### config.mk
export PLATFORM = sky130hd
export DESIGN_NAME = sm4_round_ctrl
export DESIGN_NICKNAME = d
export VERILOG_FILES = /design/src/rtl/sm4_pkg.sv /design/src/rtl/sm4_round_ctrl.sv
export SDC_FILE = /design/constraint.sdc
export NUM_CORES = 1
export LEC_CHECK = 0
export ABC_AREA = 1
export CAP_MARGIN = 20
export CORE_AREA = 4 4 201 203
export DETAILED_ROUTE_END_ITERATION = 8
export DIE_AREA = 0 0 205 207
export PLACE_DENSITY = 0.79
export SLEW_MARGIN = 20
export SYNTH_ARGS = -nofsm -noshare
export SYNTH_HDL_FRONTEND = slang
export SYNTH_SLANG_ARGS = --single-unit
### constraint.sdc
create_clock -name i_clk -period 1.5 [get_ports i_clk]
set_clock_uncertainty 0.05 [all_clocks]
set_input_delay 0.225 -clock i_clk [delete_from_list [all_inputs] [get_ports i_clk]]
set_output_delay 0.225 -clock i_clk [all_outputs]
set_load 0.03 [all_outputs]
### src/rtl/sm4_pkg.sv
// Shared SM4 definitions: round count, mode encodings and the round
// controller state enumeration.
package sm4_pkg;

    localparam int   SM4_NUM_ROUNDS = 32;
    localparam logic SM4_MODE_ENC   = 1'b0;
    localparam logic SM4_MODE_DEC   = 1'b1;

    typedef enum logic [1:0] {
        ST_IDLE,
        ST_ISSUE,
        ST_WAIT,
        ST_DONE
    } sm4_state_t;

endpackage

### src/rtl/sm4_round_ctrl.sv
// SM4 round controller: sequences one block through an external round
// function and round-key RAM, one round at a time, then presents the result.
module sm4_round_ctrl
    import sm4_pkg::*;
#(
    parameter int   NUM_ROUNDS = SM4_NUM_ROUNDS,
    parameter logic MODE_DEC   = SM4_MODE_DEC
) (
    input  logic         i_clk,
    input  logic         i_rst,
    input  logic         i_key_ready,
    input  logic         i_valid,
    output logic         o_ready,
    input  logic         i_mode,
    input  logic [127:0] i_data,
    output logic         o_valid,
    input  logic         i_ready,
    output logic [127:0] o_data,
    output logic         o_busy,
    output logic [127:0] o_rf_data,
    output logic         o_rf_valid,
    output logic         o_rk_rd,
    output logic [4:0]   o_rk_addr,
    input  logic         i_rf_valid,
    input  logic [127:0] i_rf_next_data
);

    localparam logic [4:0] LAST_K = 5'(NUM_ROUNDS - 1);

    sm4_state_t   state;
    sm4_state_t   state_nxt;
    logic [4:0]   round_k;
    logic         mode_dec;
    logic [127:0] state_word;
    logic [127:0] result_word;
    logic         accept;
    logic         rf_capture;

    // The cipher output is the last four state words in reverse order.
    function automatic logic [127:0] word_reverse(input logic [127:0] s);
        return {s[31:0], s[63:32], s[95:64], s[127:96]};
    endfunction

    assign accept     = (state == ST_IDLE) && !i_rst && i_valid && i_key_ready;
    assign rf_capture = (state == ST_WAIT) && i_rf_valid;

    assign o_busy    = (state != ST_IDLE);
    assign o_rf_data = state_word;
    assign o_data    = result_word;
    // Decryption walks the same key schedule backwards.
    assign o_rk_addr = mode_dec ? (LAST_K - round_k) : round_k;

    always_comb begin
        state_nxt  = state;
        o_ready    = 1'b0;
        o_rf_valid = 1'b0;
        o_rk_rd    = 1'b0;
        o_valid    = 1'b0;
        unique case (state)
            ST_IDLE: begin
                o_ready = i_key_ready && !i_rst;
                if (accept) begin
                    state_nxt = ST_ISSUE;
                end
            end
            ST_ISSUE: begin
                o_rf_valid = 1'b1;
                o_rk_rd    = 1'b1;
                state_nxt  = ST_WAIT;
            end
            ST_WAIT: begin
                if (i_rf_valid) begin
                    state_nxt = (round_k == LAST_K) ? ST_DONE : ST_ISSUE;
                end
            end
            ST_DONE: begin
                o_valid = 1'b1;
                if (i_ready) begin
                    state_nxt = ST_IDLE;
                end
            end
            default: state_nxt = ST_IDLE;
        endcase
    end

    always_ff @(posedge i_clk) begin
        if (i_rst) begin
            state       <= ST_IDLE;
            round_k     <= '0;
            mode_dec    <= 1'b0;
            state_word  <= '0;
            result_word <= '0;
        end else begin
            state <= state_nxt;
            if (accept) begin
                state_word <= i_data;
                mode_dec   <= (i_mode == MODE_DEC);
                round_k    <= '0;
            end
            if (rf_capture) begin
                state_word <= i_rf_next_data;
                if (round_k == LAST_K) begin
                    result_word <= word_reverse(i_rf_next_data);
                end else begin
                    round_k <= round_k + 5'd1;
                end
            end
        end
    end

endmodule

== After elaboration in Yosys (flattened, before gate mapping) ==
Cells that the tools add are included.

* Register bits after elaboration: 264
* Logic and storage cells: 39

* Add/subtract/negate cells: 2
* Equal/unequal tests: 7
* Reductions and logical operators: 11
* Mux-type cells: 14

{| class="wikitable"
|+ Operators by type and width
! cell !! number
|-
| 2-to-1 mux 128 bit || 2
|-
| 2-to-1 mux 5 bit || 4
|-
| 2-to-1 mux 2 bit || 4
|-
| one-hot mux 2 bit (4 select lines) || 1
|-
| inequality test 2 bit, second input constant || 3
|-
| adder 5 x 1 -> 5 bit, second input constant || 1
|-
| equality test 5 bit, second input constant || 1
|-
| logical AND 1 bit || 5
|-
| subtractor 5 bit, first input constant || 1
|-
| equality test 2 bit, second input constant || 2
|-
| nonzero test 2 bit || 2
|-
| 2-to-1 mux 1 bit || 3
|-
| AND reduction 3 bit || 1
|-
| equality test 2 x 1 -> 1 bit, second input constant || 1
|-
| logical NOT 2 bit || 1
|-
| AND reduction 2 bit || 1
|-
| logical NOT 1 bit || 1
|}

== Depth between registers and ports, before layout ==
* Word-level depth: 7
* Depth in mapped cells: 10
* Mapped depth without buffers: 10

== Worst setup path after synthesis ==
No wires, ideal clock.

* Path kind: register -> register
* From: register state[1]
* To: register mode_dec
* Slack: -0.060 ns
* Path buffers: 1
* Required time: 1.380 ns
* Stages on the path, launching flop included: 7
* Data arrival time: 1.441 ns
* Cell sequence: dfxtp_1 -> buf_2 -> nor2_2 -> inv_1 -> nor2_1 -> nand3_1 -> a21oi_1

* Longest elaborated chain between the ends: 4

{| class="wikitable"
|+ RTL lines
! what !! line !! text
|-
| start, declared || sm4_round_ctrl.sv:30 || <nowiki>sm4_state_t state;</nowiki>
|-
| start signal, assigned || sm4_round_ctrl.sv:94 || <nowiki>state <= state_nxt;</nowiki>
|-
| logical NOT 2 bit || sm4_round_ctrl.sv:44 || <nowiki>assign accept = (state == ST_IDLE) && !i_rst && i_valid && i_key_ready;</nowiki>
|-
| logical AND 1 bit (3 in a row) || sm4_round_ctrl.sv:44 ||
|-
| end signal, assigned || sm4_round_ctrl.sv:97 || <nowiki>mode_dec <= (i_mode == MODE_DEC);</nowiki>
|-
| end, declared || sm4_round_ctrl.sv:33 || <nowiki>logic mode_dec;</nowiki>
|}

No other way between the ends.
A chain may end at the register's enable or synchronous reset.

== Final worst setup path ==
* From: register state[1]
* To: output o_ready

* Longest elaborated chain between the ends: 2

{| class="wikitable"
|+ RTL lines
! what !! line !! text
|-
| logical NOT 2 bit || sm4_round_ctrl.sv:59 || <nowiki>unique case (state)</nowiki>
|-
| 2-to-1 mux 1 bit || sm4_round_ctrl.sv:59 ||
|-
| end, declared || sm4_round_ctrl.sv:13 || <nowiki>output logic o_ready,</nowiki>
|}

No other way between the ends.

==> run_results.csv <==
group,metric,value,unit
timing,drv_slew,0,
worst_setup_path,reg2reg_depth,8,
worst_setup_path,r2r_end,"o_data[27]$_SDFFE_PP0P_",
outcome,outcome,"finished, violations left",
worst_setup_path,end_kind,"output pin",
floorplanning,die_h,207,um
global_route,grt_usage,0.260,
timing,setup_viol,273,
flow_run,maxCapViolations,0,
synthesis,synth-seq-area-share,0.389,
timing,finalHoldViolCount,0,
clocking,cts-root-buf,"clkbuf_16",
power,switching_share,0.303,
floorplanning,die_x,205,um
place,dp_cells,3023,
worst_hold_path,hp-start,"i_rf_valid",
synthesis,syn_inst,2063,
worst_setup_path,worst-r2r-setup-slack,-160,ps
outcome,violations,"setup timing",
worst_setup_path,reg2reg_from,"round_k[1]$_SDFF_PP0_",
detailed_routing,vias_per_cell,5.39,
synthesis,syn_area,0.0136,mm2
synthesis,synth.largest_area_cell,"dfxtp_1",
detailed_routing,drcViolationCount,0,
timing,timing.final.ws_setup,-214,ps
final_layout,fill_cells,3319,
detailed_routing,ant_nets,0,
synthesis,synthFlopType,"dfxtp_1",
worst_setup_path,critPathTopFamily,"flip-flops",
worst_setup_path,crit_chain,"nor2_4, buf_6, inv_4, nor2_4, buf_6",
final_layout,nets,2888,
power,power.switching,6.21,mW
timing,fin_setup_tns,-19000,ps
floorplanning,num_rows,72,
worst_setup_path,cp_max_fo,4,
synthesis,synth_area_leaders,"dfxtp_1, nand2_1, nor2_1",
floorplanning,start_util,0.353,
synthesis,avgSynthCellArea,6.59,um2
synthesis,yosysWarnings,0,
detailed_routing,wirelength,67700,um
power,clkPwrFrac,0.393,
detailed_routing,dr.pass1.iters,7,
floorplanning,core_area,0.0385,mm2
timing,rsz0062_at_grt,"true",
clocking,cts_tree,"done",
final_layout,area.sequential,0.00531,mm2
timing,timing.fmax,0.584,GHz
worst_setup_path,criticalPathCategory,"flip-flop to output pin",
clocking,cts_sinks,264,
power,power_per_cell_area,906,mW/mm2
place,gp_congestion,0.866,
worst_setup_path,cp.depth,5,
worst_setup_path,cp_slowest_cell,"dfxtp_4",
clocking,cts_made_buffers,30,
global_route,grt_pass1_vias,15800,
timing,post-route-min-period,1710,ps
worst_setup_path,crit_end,"o_ready",
detailed_routing,wl_per_cell,21.4,um
final_layout,drive_gt1_frac,0.240,
place,hpwl,38900,um
synthesis,netlist_top_cells_count,"nand2_1, nor2_1, dfxtp_1",
timing,slew_headroom,0.797,
detailed_routing,vias,17100,
worst_hold_path,hold_path.class,"input port to flip-flop",
worst_setup_path,worst_ep_arrival_time,1440,ps
global_route,grt_overflow,0,
clocking,ctsHoldBuffers,0,
timing,tightest_slew,305,ps
power,leakagePower,10.5,nW
power,ir_drop,1.02,mV
worst_setup_path,required,1220,ps
clocking,clk_pin_slew,60,ps
final_layout,final_cells,3165,
global_route,grt_antenna_before_repair,3,
place,portBuffers,528,
synthesis,synth_most_common_cell,"nand2_1",
final_layout,multi_input_area,0.00726,mm2
detailed_routing,drtIter0Drc,1306,
power,seqPwrFrac,0.368,
clocking,insertion_delay,570,ps
timing,period_share,1.14,
floorplanning,pin_count,529,
worst_setup_path,startpoint_type,"flip-flop",
worst_setup_path,path_buf_inv,3,
synthesis,synth_top_area_frac,0.389,
final_layout,area_growth,66.4,%
synthesis,synth_edf_count,0,
worst_setup_path,worstSetupStartpoint,"state[1]$_SDFFE_PP0P_",
power,p_total,20.5,mW
worst_setup_path,critPathMaxStageDelay,380,ps
power,pwr-share-comb,0.239,
global_route,grt_max_degree,127,
synthesis,synth_cell_types,24,
global_route,grt_pass1_wl,89000,um
power,p_int,14.3,mW
clocking,cts_buffer_depth,3,
floorplanning,die_area,0.0424,mm2
synthesis,synthArstFlopShare,0,
synthesis,syn_nets,2328,
clocking,cts.htree.levels,1,
synthesis,ys_ff_latch,264,
## worst min-delay path by stage
stage | to | slack [ps] | depth (start not counted)
2_1_floorplan | mode_dec$_SDFFE_PP0P_ | 240 | 1
3_3_place_gp | o_data[64]$_SDFFE_PP0P_ | 400 | 2
3_5_place_dp | o_data[96]$_SDFFE_PP0P_ | 410 | 2
4_1_cts | mode_dec$_SDFFE_PP0P_ | 270 | 3
5_1_grt | mode_dec$_SDFFE_PP0P_ | 310 | 3
6_report | o_rf_data[115]$_SDFFE_PP0P_ | 290 | 6
## flip-flops by register name (all words and copies together), names as in the netlist
name / cells
o_data: 128
mode_dec: 1
round_k: 5
o_rf_data: 128
state: 2
## stage by stage
step	hold WS, ps	setup slack [ps]	instance area [um2]	utilization
floorplan	244	-4.86	13600	-
global route	308	-258	22600	0.588
finish	290	-214	22600	0.588
global placement	397	-315	19900	0.517
detailed placement	405	-395	19900	0.517
CTS	270	-239	21300	0.555
## layer usage
layer	wire, um	part of all wire	global-route usage	up-vias
li1	-	-	-	7728
met1	25100	0.37	0.314	7889
met2	30700	0.45	0.427	1147
met3	7710	0.11	0.0660	296
met4	4230	0.062	0.132	4
met5	34	0.00050	0	-
## kinds of logic (layout without fill, tap and decap cells)
logic type,count (synthesis),in the layout,share of synthesized area
other cells,0,1,0
compound gates,137,137,0.0507
buf+inv,333,916,0.116
fa+ha+maj,2,2,0.00184
simple gates,1322,1322,0.439
flops,264,264,0.389
xor+xnor,5,5,0.00322
## cell type report
class / count / area share
clock inverter: 13 / 0.00786
sequential: 264 / 0.235
tap: 518 / 0.0287
clock buffer: 42 / 0.0397
multi-input combinational: 1466 / 0.321
timing repair buffer: 714 / 0.341
antenna: 1 / 0.000111
timing repair inverter: 1 / 0.000387
inverter: 146 / 0.0258
## power groups by stage
stage                     Combinational (mW)  Sequential [mW]  Clock (mW)
after global routing                    5.20             7.57        8.40
after detailed placement                4.44             7.68           0
after CTS                               4.41             7.53        8.11
final                                   4.90             7.53        8.06
after global placement                  4.38             7.67           0
after floorplan                         1.73             8.28           0
## cell usage in the layout (no fill, tap or decap), types with 10 or more instances in the layout
cell             instances
nor2_4                  24
clkbuf_16               54
nand2_1                524
buf_16                  26
nand4_1                128
nand3_1                126
buf_12                  58
buf_6                   27
nor2_1                 344
buf_2                  163
nor2_2                  29
clkdlybuf4s18_2         10
nand3b_1               129
dfxtp_1                256
clkdlybuf4s15_2         70
buf_4                   67
inv_1                  139
a21oi_1                 93
a21oi_2                 40
clkdlybuf4s50_1        261
## repair_timing
| item | CTS | global route |
|---|---|---|
| gates resized for setup | 1154 | 179 |
| pin swaps | 34 | 65 |
| endpoints found under the setup margin | 495 | 335 |
| gates cloned | 22 | 32 |
| buffers inserted | 27 | 17 |
## tightest hold or removal path, delay by kind of cell
kind | cells | cell delay (ps)
buffers and inverters | 2 | 330
and+or+nand+nor | 3 | 210
AOI/OAI and AO/OA | 1 | 110
No activity file was read; power rests on OpenSTA's default activity.
